==> src/rtl/loctag_pkg.sv <==
`default_nettype none
// ============================================================================
//  Module      : loctag_pkg
//  Description : Shared types and constants for the LocTag trigger scheduler:
//                scheduler state encoding and the 2-bit operating modes.
//  Revision    : 1.0  initial multi-channel release
// ============================================================================
package loctag_pkg;

    // Scheduler states
    typedef enum logic [1:0] {
        IDLE   = 2'd0,
        DELAY  = 2'd1,
        ACTIVE = 2'd2,
        HOLD   = 2'd3
    } state_t;

    // Operating modes
    localparam logic [1:0] MODE_OFF  = 2'b00;  // no scheduling
    localparam logic [1:0] MODE_GATE = 2'b01;  // steady window
    localparam logic [1:0] MODE_MOD  = 2'b10;  // toggling window
    localparam logic [1:0] MODE_PASS = 2'b11;  // direct trigger reflection

endpackage : loctag_pkg
`default_nettype wire

==> src/rtl/loctag_trig_filter.sv <==
`default_nettype none
// ============================================================================
//  Module      : loctag_trig_filter
//  Description : One trigger channel: 2-FF synchroniser followed by a
//                run-length filter. The output level flips only after
//                FILT_LEN consecutive synchronised samples of the opposite
//                level.
//  Ports       : clk       - system clock
//                reset     - asynchronous active-low reset
//                trig_raw  - raw asynchronous trigger input
//                level     - filtered trigger level
//  Revision    : 1.0  initial multi-channel release
// ============================================================================
module loctag_trig_filter
    import loctag_pkg::*;
#(
    parameter int FILT_LEN = 4
) (
    input  logic clk,
    input  logic reset,
    input  logic trig_raw,
    output logic level
);

    localparam logic [3:0] RUN_LAST = 4'(FILT_LEN - 1);

    logic       sync_1;
    logic       sync_2;
    logic [3:0] run_cnt;

    always_ff @(posedge clk or negedge reset) begin
        if (!reset) begin
            sync_1  <= 1'b0;
            sync_2  <= 1'b0;
            level   <= 1'b0;
            run_cnt <= '0;
        end else begin
            sync_1 <= trig_raw;
            sync_2 <= sync_1;
            // run_cnt counts opposite-level samples already seen; the
            // FILT_LEN-th one flips the level.
            if (sync_2 == level) begin
                run_cnt <= '0;
            end else if (run_cnt == RUN_LAST) begin
                level   <= sync_2;
                run_cnt <= '0;
            end else begin
                run_cnt <= run_cnt + 4'd1;
            end
        end
    end

endmodule : loctag_trig_filter
`default_nettype wire

==> src/rtl/loctag_trig_sched.sv <==
`default_nettype none
// ============================================================================
//  Module      : loctag_trig_sched
//  Description : Multi-channel trigger conditioner and reflector-control
//                scheduler. Filters NUM_CH raw triggers, arbitrates their
//                rising edges (lowest index wins) and drives the reflector
//                switch for a delayed, mode-shaped window.
//  Ports       : clk           - 50 MHz system clock
//                reset         - asynchronous active-low reset
//                trig_in       - raw triggers, asynchronous
//                ch_en         - per-channel request enable
//                mode          - 00 off, 01 gate, 10 modulate, 11 pass
//                smoothed_trig - filtered trigger levels
//                ctrl_out      - reflector switch drive
//                fire          - one-cycle strobe at window start
//                fire_ch       - channel being served
//                busy          - scheduler not idle
//                missed_cnt    - saturating count of dropped requests
//  Revision    : 1.0  initial multi-channel release
// ============================================================================
module loctag_trig_sched
    import loctag_pkg::*;
#(
    parameter int NUM_CH                 = 4,
    parameter int CLK_MHZ                = 50,
    parameter int FILT_LEN               = 4,
    parameter int TRIG_DELAY_IN_US       = 2,
    parameter int TRIG_DELAY_IN_20NS_NEG = 35,
    parameter int PULSE_LEN_IN_US        = 1,
    parameter int HOLDOFF_IN_US          = 1
) (
    input  logic              clk,
    input  logic              reset,
    input  logic [NUM_CH-1:0] trig_in,
    input  logic [NUM_CH-1:0] ch_en,
    input  logic [1:0]        mode,
    output logic [NUM_CH-1:0] smoothed_trig,
    output logic              ctrl_out,
    output logic              fire,
    output logic [2:0]        fire_ch,
    output logic              busy,
    output logic [7:0]        missed_cnt
);

    localparam int DELAY_CYC = TRIG_DELAY_IN_US * CLK_MHZ - TRIG_DELAY_IN_20NS_NEG;
    localparam int PULSE_CYC = PULSE_LEN_IN_US * CLK_MHZ;
    localparam int HOLD_CYC  = HOLDOFF_IN_US * CLK_MHZ;
    localparam int MAX_DP    = (DELAY_CYC > PULSE_CYC) ? DELAY_CYC : PULSE_CYC;
    localparam int MAX_CYC   = (MAX_DP > HOLD_CYC) ? MAX_DP : HOLD_CYC;
    localparam int CNT_W     = $clog2(MAX_CYC + 1);

    localparam logic [CNT_W-1:0] DELAY_LAST = CNT_W'(DELAY_CYC - 1);
    localparam logic [CNT_W-1:0] PULSE_LAST = CNT_W'(PULSE_CYC - 1);
    localparam logic [CNT_W-1:0] HOLD_LAST  = CNT_W'(HOLD_CYC - 1);

    generate
        if (DELAY_CYC < 1) begin : g_bad_delay
            $error("loctag_trig_sched: derived delay must be at least one cycle");
        end
        if (NUM_CH < 1 || NUM_CH > 8) begin : g_bad_num_ch
            $error("loctag_trig_sched: NUM_CH must be 1..8");
        end
        if (FILT_LEN < 2 || FILT_LEN > 15) begin : g_bad_filt
            $error("loctag_trig_sched: FILT_LEN must be 2..15");
        end
    endgenerate

    // Per-channel conditioning
    genvar gi;
    generate
        for (gi = 0; gi < NUM_CH; gi++) begin : g_ch
            loctag_trig_filter #(
                .FILT_LEN (FILT_LEN)
            ) u_filter (
                .clk      (clk),
                .reset    (reset),
                .trig_raw (trig_in[gi]),
                .level    (smoothed_trig[gi])
            );
        end
    endgenerate

    state_t             state;
    logic [CNT_W-1:0]   cnt;
    logic [1:0]         run_mode;
    logic [NUM_CH-1:0]  smooth_prev;
    logic [NUM_CH-1:0]  req;
    logic [2:0]         win_idx;
    logic               multi_req;
    logic               accept;
    logic               count_miss;

    assign req       = smoothed_trig & ~smooth_prev & ch_en;
    assign multi_req = (req & (req - NUM_CH'(1))) != '0;
    assign accept    = (state == IDLE) && (|req) &&
                       ((mode == MODE_GATE) || (mode == MODE_MOD));
    // Any request while busy is dropped; in IDLE only the arbitration losers
    // of an accepted request are dropped. At most one count per cycle.
    assign count_miss = (state != IDLE) ? (|req) : (accept && multi_req);
    assign busy       = (state != IDLE);

    // Lowest requesting index wins
    always_comb begin
        win_idx = '0;
        for (int i = NUM_CH - 1; i >= 0; i--) begin
            if (req[i]) begin
                win_idx = 3'(i);
            end
        end
    end

    always_ff @(posedge clk or negedge reset) begin
        if (!reset) begin
            state       <= IDLE;
            cnt         <= '0;
            run_mode    <= MODE_OFF;
            smooth_prev <= '0;
            ctrl_out    <= 1'b0;
            fire        <= 1'b0;
            fire_ch     <= '0;
            missed_cnt  <= '0;
        end else begin
            smooth_prev <= smoothed_trig;
            fire        <= 1'b0;

            if (count_miss && (missed_cnt != 8'hFF)) begin
                missed_cnt <= missed_cnt + 8'd1;
            end

            // The live mode input can only abort; the shape of a running
            // window follows the mode latched at acceptance.
            if ((state != IDLE) && (mode == MODE_OFF)) begin
                state    <= IDLE;
                cnt      <= '0;
                ctrl_out <= 1'b0;
            end else begin
                case (state)
                    IDLE: begin
                        cnt      <= '0;
                        ctrl_out <= (mode == MODE_PASS) ? (|(smoothed_trig & ch_en)) : 1'b0;
                        if (accept) begin
                            state    <= DELAY;
                            fire_ch  <= win_idx;
                            run_mode <= mode;
                        end
                    end
                    DELAY: begin
                        if (cnt == DELAY_LAST) begin
                            state    <= ACTIVE;
                            cnt      <= '0;
                            fire     <= 1'b1;
                            ctrl_out <= 1'b1;
                        end else begin
                            cnt <= cnt + 1'b1;
                        end
                    end
                    ACTIVE: begin
                        if (cnt == PULSE_LAST) begin
                            state    <= HOLD;
                            cnt      <= '0;
                            ctrl_out <= 1'b0;
                        end else begin
                            cnt      <= cnt + 1'b1;
                            ctrl_out <= (run_mode == MODE_MOD) ? ~ctrl_out : 1'b1;
                        end
                    end
                    HOLD: begin
                        if (cnt == HOLD_LAST) begin
                            state <= IDLE;
                            cnt   <= '0;
                        end else begin
                            cnt <= cnt + 1'b1;
                        end
                    end
                    default: begin
                        state    <= IDLE;
                        cnt      <= '0;
                        ctrl_out <= 1'b0;
                    end
                endcase
            end
        end
    end

endmodule : loctag_trig_sched
`default_nettype wire

==> config.mk <==
export PLATFORM = sky130hd
export DESIGN_NAME = loctag_trig_sched
export DESIGN_NICKNAME = d
export VERILOG_FILES = /design/src/rtl/loctag_pkg.sv /design/src/rtl/loctag_trig_filter.sv /design/src/rtl/loctag_trig_sched.sv
export SDC_FILE = /design/constraint.sdc
export NUM_CORES = 1
export LEC_CHECK = 0
export ABC_AREA = 1
export ABC_CLOCK_PERIOD_IN_PS = 1500
export CAP_MARGIN = 20
export CORE_UTILIZATION = 44
export CTS_CLUSTER_SIZE = 8
export DETAILED_ROUTE_END_ITERATION = 10
export GPL_ROUTABILITY_DRIVEN = 0
export PLACE_DENSITY = 0.68
export SKIP_LAST_GASP = 1
export SLEW_MARGIN = 20
export SYNTH_ARGS = -nofsm -noshare
export SYNTH_HDL_FRONTEND = slang
export SYNTH_SLANG_ARGS = --single-unit
==> constraint.sdc <==
create_clock -name clk -period 1.5 [get_ports clk]
set_clock_uncertainty 0.05 [all_clocks]
set_input_delay 0.15 -clock clk [delete_from_list [all_inputs] [get_ports clk]]
set_output_delay 0.15 -clock clk [all_outputs]
set_load 0.02 [all_outputs]
# ---- Word-level counts from Yosys, hierarchy flattened
# Cells that the tools add are included.
dict set report word_totals {
  regBits 56
  inputBits 12
  out_inout_bits 18
}
dict set report op_classes {
  add_sub_neg 7
  n_eq_ne 22
  muxes 32
  bitwise_logic 11
  n_reduce_logical 21
}
# op count
set ops {}
lappend ops {{$mux 4} 8}
lappend ops {{$mux 7} 3}
lappend ops {{$pmux 7 s3} 1}
lappend ops {{$add 4x1->4 const B} 4}
lappend ops {{$and 4x4->4} 4}
lappend ops {{$eq 4x2->1 const B} 4}
lappend ops {{$mux 2} 7}
lappend ops {{$eq 2x2->1 const B} 5}
lappend ops {{$reduce_and 2->1} 5}
lappend ops {{$mux 1} 9}
lappend ops {{$ne 3x3->1 const B} 3}
lappend ops {{$add 8x1->8 const B} 1}
lappend ops {{$ne 8x8->1 const B} 1}
lappend ops {{$pmux 2 s4} 1}
lappend ops {{$reduce_bool 4->1} 2}
lappend ops {{$reduce_or 4->1} 2}
lappend ops {{$add 7x1->7 const B} 1}
lappend ops {{$eq 7x6->1 const B} 1}
lappend ops {{$eq 7x7->1 const B} 1}
lappend ops {{$mux 3} 2}
lappend ops {{$not 1->1} 6}
lappend ops {{$logic_and 1x1->1} 5}
lappend ops {{$eq 1x1->1} 4}
lappend ops {{$eq 2x1->1 const B} 2}
lappend ops {{other kinds (10)} 11}

# ---- Longest topological paths before layout
# Gate-level depths: netlist of the first run.
dict set report depth {
  ltp_word 9
  ltp_mapped 9
  ltp_nobuf 9
}

# ---- Hierarchy
# From an unflattened synthesis of the first run, not the netlist that was laid out.
dict set report unflattened {
  cells_unflattened 298
  area_unflattened_um2 2653.8
}
# mod n_inst cells_per_inst area_per_inst_um2 seq_area_each_um2
set modules_own_cells {}
lappend modules_own_cells {loctag_trig_sched 1 183 1514.0 675.6}
lappend modules_own_cells {{loctag_trig_filter at g_ch[1].u_filter ...} 3 29 285.3 175.2}
lappend modules_own_cells {{loctag_trig_filter at g_ch[0].u_filter} 1 28 284.0 175.2}

# ---- Worst setup path after synthesis of the first run
# OpenSTA, ideal clock, no wires.
dict set report synth_path {
  path_kind {reg-to-reg}
  startpoint {register missed_cnt[0]}
  endpoint {register missed_cnt[6]}
  arrival_ns 1.482
  t_required_ns 1.385
  path_slack_ns -0.097
  stages_incl_launch_ff 10
  path_buffers 1
  path_cell_list {dfrtp_1 > ha_1 > nand3_2 > nor2_4 > nand3_1 > and2_4 > buf_6 > nand2_8 > nand2_1 > nand2_1}
}
dict set report synth_via {
  elab_chain_cells 2
  word_cells_on_any_way 3
  classes_between {add/sub (1); eq/ne (1); reduce/logical (1)}
}
# element line_no
set synth_rtl {}
lappend synth_rtl {{from (decl)} loctag_trig_sched.sv:42} ;# output logic [7:0] missed_cnt
lappend synth_rtl {{from (signal assigned)} loctag_trig_sched.sv:127} ;# missed_cnt <= missed_cnt + 8'd1;
lappend synth_rtl {{parallel branches: the longest is 2 deep, another holds $add 8x1->8} -}
# Parallel ways; which one is timed is not known.
# A chain may end at the register's enable or synchronous reset.

# ---- Worst setup path in the final report of the first run
dict set report layout_path {
  startpoint {register state[0]}
  endpoint {register state[1]}
}
dict set report layout_via {
  elab_chain_cells 5
  word_cells_on_any_way 15
  classes_between {eq/ne (7); mux (2); reduce/logical (6)}
}
# element line_no
set layout_rtl {}
lappend layout_rtl {{from (decl)} loctag_trig_sched.sv:83} ;# state_t state;
lappend layout_rtl {{from (signal assigned)} loctag_trig_sched.sv:114} ;# state <= IDLE;
lappend layout_rtl {{from (signal assigned)} loctag_trig_sched.sv:133} ;# state <= IDLE;
lappend layout_rtl {{from (signal assigned)} loctag_trig_sched.sv:142} ;# state <= DELAY;
lappend layout_rtl {{$logic_not 2->1} {loctag_trig_sched.sv:95, loctag_trig_sched.sv:137}}
lappend layout_rtl {{$logic_and 1x1->1 (2 in a row)} loctag_trig_sched.sv:95} ;# assign accept = (state == IDLE) && (|req) &&
lappend layout_rtl {{$ne 3x2->1 (no line)} -}
lappend layout_rtl {{$reduce_and 4->1 (no line)} -}
# Several ways; a longest one is shown, not always the timed one.

==> impl_metrics.ini, run 1 <==
[run_status]
status = finished, final reports clean

[pwr]
powerDensity_nw_per_um2 = 1720
total_power_mw = 5.63
leakage_nw = 1.63
peakVddDrop_mv = 0.911

[sta]
fin_tns_setup_ns = 0
setup_viol = 0
drv_slew = 0
min_period_over_period_pct = 95.7
min_period_ns = 1.43
holdWs_ns = 0.218
fmax_mhz = 697
hold_viol = 0

[critical_path]
cp_max_fo = 3
critPathRequiredTime_ns = 1.65
worst_r2r_path_depth = 6
crit_chain = buf_4 > ha_2 > o211ai_1 > nand3_1 > nand2_1 > nand2_1
critPathSlowestCell = dfrtp_1
worst-path-buf-inv = 1
crit_path_frequent_cell = nand2_1
critPathKind = flip-flop to flip-flop
r2r_end = state[1]
endpoint_kind = flip-flop
crit_arrival_ns = 1.58
crit_path_start_kind = flip-flop
cp_top_family = flip-flops
reg2reg_from = state[0]
r2r_slack_ns = 0.07
max_stage_delay_ns = 0.39

[cts]
clk_pin_slew_worst_paths_ns = 0.10
cts_sinks = 55
clockRootBuffer = clkbuf_8
worstSkewPairLatency_ns = 0.31
numCtsBuffers = 5
cts_tree = done
cts_buffer_depth = 2
cts-htree-levels = 2

[synthesis]
ys_top_cells_by_area = dfrtp_1, nand2_1, ha_1
ys_seq_area_share_pct = 52.6
ys_warn_count = 0
ys_types = 28
synth_top_cell_area_share_pct = 52.6
netlist_instances = 277
syn_area_per_cell_um2 = 9.45
synth_nets = 304
yosys.area.top_type = dfrtp_1
synth_area_um2 = 2620
ys_ff_latch = 55

[min_path]
hold_path.startpoint = trig_in[1]
hold_class = input port to flip-flop
hold_end = g_ch[1].u_filter.sync_1
holdPathStages = 1

[detailed_routing]
num_vias = 1884
ant_nets = 0
via_per_inst = 4.67
drt_pass1_iterations = 6
detail_route.wl_per_cell_um = 10.7
route.detailed.drc = 0
drt-initial-drc-count = 98
totalWireLength_um = 4320

[final_layout]
area_delta_synth_final_pct = 25.0
design_area_um2 = 3270
nets = 357
diodes = 0
final_cell_mix = nand2_1, dfrtp_1, nor2_1
drive_gt1_share_pct = 18.7
fill_cells = 520

[die]
core_um2 = 5610
initial_core_util_pct = 46.7
io_pins = 30
die_w_um = 79.1
die_area_um2 = 6260
dieHeight_um = 79.1
num_rows = 27

[global_route]
gr-total-overflow = 0
grt_pass1_vias = 1862
groute.usage.overall_pct = 15.5
antenna_found_initial = 0
grt_max_degree = 56
grt_pass1_wl_um = 7560

[placed_design]
port_buffers = 28
placed_area_um2 = 3120
dp_hpwl_um = 3210

[job]
cap_violations = 0
[synthesized netlist by cell type, drive strengths merged]
library cell / n
ha: 15
conb: 1
o21ai: 3
nor3: 2
nor2: 45
nand2: 60
mux2: 4
inv: 27
nand3: 26
dfrtp: 55
a21oi: 4
nand4: 5
buf: 6
o31ai: 1
xor2: 8
o211ai: 1
and2: 1
nand3b: 1
xnor2: 12
[report_power, final]
group	internal [mW]	switching (mW)	total (mW)	leakage, nW
clock	0.390	0.489	0.879	0.0533
sequential	1.88	0.287	2.17	0.706
combinational	1.14	1.44	2.59	0.873
total	3.42	2.22	5.63	1.63
[metal layers]
metal | wire, um | share of wire (%) | vias up | track usage [%]
met3 | 122 | 2.8 | 5 | 3.68
li1 | - | - | 981 | -
met5 | 0 | 0 | - | 0
met4 | 43 | 0.99 | 0 | 4.36
met1 | 1920 | 44 | 878 | 17.2
met2 | 2240 | 52 | 20 | 29.0
[cell families (layout without fill, tap and decap cells)]
family	count (synthesis)	after routing	share of synthesized area, %
AO/OA/AOI/OAI	9	9	1.91
flip-flops	55	55	52.6
multiplexers	4	4	1.72
adder cells (fa/ha/maj)	15	15	7.17
buffers and inverters	33	86	5.73
AND/OR/NAND/NOR	140	141	24.1
other	1	1	0.143
XOR/XNOR	20	20	6.69
[through the flow]
step                      worst slack, ns  std cells  util [%]
after detailed placement           -0.210        392      55.7
after global routing              -0.0303        403      58.4
final                              0.0651        403      58.4
after global placement             -0.150        392      55.7
after floorplan                    0.0167        277         -
after CTS                         -0.0484        401      57.3
[registers in the layout, summed over array words and instances (netlist names)]
register,count
g_ch.u_filter.sync_1,4
g_ch.u_filter.level,4
g_ch.u_filter.run_cnt,16
g_ch.u_filter.sync_2,4
state,2
missed_cnt,8
fire_ch,2
ctrl_out,1
cnt,7
smooth_prev,4
run_mode,2
fire,1
[worst reg2reg max path: stages (launching register included)]
cell and delay, ns:
dfrtp_1 0.39, buf_4 0.14, ha_2 0.18, o211ai_1 0.30, nand3_1 0.14, nand2_1 0.09
nand2_1 0.04
[cell type report]
class	count	area (um^2)	area share, %
Multi-Input combinational cell	190	1160	35.4
Clock inverter	2	20.0	0.612
Timing Repair Buffer	51	443	13.5
Clock buffer	6	82.6	2.52
Inverter	27	101	3.10
Tap cell	72	90.1	2.75
Sequential cell	55	1380	42.1
[repair_timing]
item                                    4_1_cts  5_1_grt
setup buffers                                 0        1
endpoints found under the setup margin       16       18
gates resized for setup                      16       14
pin swaps                                     0        6
hold endpoints to repair                     55        0
cloned                                        0        1
hold buffers                                  1        0
[worst max path at each step]
stage | from | slack (ns) | to | depth (start not counted)
floorplan | missed_cnt[0] | 0.02 | missed_cnt[6] | 9
global placement | mode[0] | -0.15 | state[0] | 10
detailed placement | mode[0] | -0.21 | state[0] | 10
CTS | state[1] | -0.05 | busy | 4
global route | state[0] | -0.03 | state[1] | 6
finish | state[0] | 0.07 | state[1] | 6
Power figures use the tool's default switching activity.
==> run 2: changes to the inputs <==
CTS_BUF_LIST = sky130_fd_sc_hd__clkbuf_16   (was default)
==> run 2 against run 1 <==
  * Global-route usage rose by 0.074 points
  * Setup slack lost 0.025 ns
  * Non-clock buffer count is the same
  * Sequential power barely moved
  * Largest cell class unchanged
  * Register-to-register slack improved by 0.02 ns
  * Hold slack better by 0.023 ns
  * Count of clock-buffer cells in the layout fell by 1
  * Cell count is the same
  * Sequential share of layout area fell by 0.49 points
  * Design area grew 1.2%
  * Via count fell by 0.11%
==> impl_metrics.ini, run 2 (synthesis gave the netlist of run 1 again) <==
[pwr]
leakage_nw = 1.66
powerDensity_nw_per_um2 = 1780
peakVddDrop_mv = 0.911
total_power_mw = 5.89

[die]
initial_core_util_pct = 46.7
die_w_um = 79.1
core_um2 = 5610
dieHeight_um = 79.1
io_pins = 30
die_area_um2 = 6260
num_rows = 27

[final_layout]
fill_cells = 512
largest_register = g_ch.u_filter.run_cnt
final_cell_mix = nand2_1, dfrtp_1, nor2_1
largest_reg_flops = 16
reg_top3 = g_ch.u_filter.run_cnt x16, missed_cnt x8, cnt x7
nets = 357
drive_gt1_share_pct = 18.1
area_delta_synth_final_pct = 26.5
design_area_um2 = 3310
diodes = 0

[detailed_routing]
via_per_inst = 4.67
totalWireLength_um = 4320
route.detailed.drc = 0
ant_nets = 0
detail_route.wl_per_cell_um = 10.7
num_vias = 1882
drt_pass1_iterations = 6
drt-initial-drc-count = 83

[cts]
cts_sinks = 55
cts_buffer_depth = 2
cts_tree = done
numCtsBuffers = 5
worstSkewPairLatency_ns = 0.29
clk_pin_slew_worst_paths_ns = 0.07
cts-htree-levels = 2
clockRootBuffer = clkbuf_16

[critical_path]
crit_end = fire_ch[0]
endpoint_kind = output port
r2r_end = missed_cnt[0]
critPathRequiredTime_ns = 1.30
crit_arrival_ns = 1.26
crit_chain = clkdlybuf4s50_1
critPathKind = flip-flop to output port
critPathSlowestCell = clkdlybuf4s50_1
cp_top_family = buffers and inverters
worst-path-buf-inv = 1
startpoint = fire_ch[0]
cp_max_fo = 2
worst_r2r_path_depth = 7
crit_path_start_kind = flip-flop
r2r_slack_ns = 0.09
reg2reg_from = missed_cnt[0]
worst-path-stages = 1
max_stage_delay_ns = 0.62

[sta]
rsz0062_at_grt = yes
holdWs_ns = 0.241
fin_tns_setup_ns = 0
min_period_over_period_pct = 97.3
hold_viol = 0
min_period_ns = 1.46
fmax_mhz = 685
drv_slew = 0
setup_viol = 0

[global_route]
grt_pass1_vias = 1879
grt_pass1_wl_um = 7590
antenna_found_initial = 0
groute.usage.overall_pct = 15.5
gr-total-overflow = 0
grt_max_degree = 56

[placed_design]
port_buffers = 28
placed_area_um2 = 3120
dp_hpwl_um = 3210

[run_status]
status = finished, final reports clean

[job]
cap_violations = 0

[min_path]
hold_class = input port to flip-flop
[run 2: what timing repair did]
action                                 4_1_cts  5_1_grt
hold buffers                                 1        0
cloned                                       0        1
endpoints found under the hold margin       55        0
resized for setup                           13       13
buffers inserted                             0        1
pin swaps                                    0        4
setup endpoints to repair                   13       19
[run 2: area by class of cell]
| class | count | area [um^2] | area share [%] |
|---|---|---|---|
| flip-flops and latches | 55 | 1380 | 41.6 |
| well taps | 72 | 90.1 | 2.72 |
| clock inverters | 3 | 23.8 | 0.718 |
| repair buffers | 51 | 448 | 13.5 |
| multi-input cells | 190 | 1140 | 34.6 |
| clock buffers | 5 | 125 | 3.78 |
| inverters | 27 | 101 | 3.06 |
[run 2: where the power goes]
group / total, mW / leakage, nW / internal (mW) / switching [mW]
Combinational: 2.58 / 0.885 / 1.14 / 1.43
Sequential: 2.17 / 0.706 / 1.89 / 0.283
Clock: 1.15 / 0.0734 / 0.628 / 0.519
[run 2: metrics by stage]
stage	setup WS, ns	utilization (%)	std cells
after detailed placement	-0.210	55.7	392
after global placement	-0.150	55.7	392
after global routing	-0.0193	59.1	403
after floorplan	0.0167	-	277
final	0.0400	59.1	403
after CTS	-0.0205	58.2	401
[run 2: worst min path at each step]
stage               startpoint                     endpoint  slack (ns)  cells past startpoint
floorplan                reset                       cnt[0]       -0.20                      0
global placement         reset      g_ch[3].u_filter.sync_1        0.12                      2
detailed placement       reset  g_ch[0].u_filter.run_cnt[1]        0.12                      2
CTS                 trig_in[1]      g_ch[1].u_filter.sync_1        0.24                      1
global route        trig_in[1]      g_ch[1].u_filter.sync_1        0.24                      1
finish              trig_in[1]      g_ch[1].u_filter.sync_1        0.24                      1
[run 2: metal layers]
metal	part of all wire, %	global-route usage (%)	wire length (um)
met4	1.2	4.91	52
met3	3.3	3.33	141
met1	43	17.2	1880
met5	0	0	0
met2	52	29.3	2250
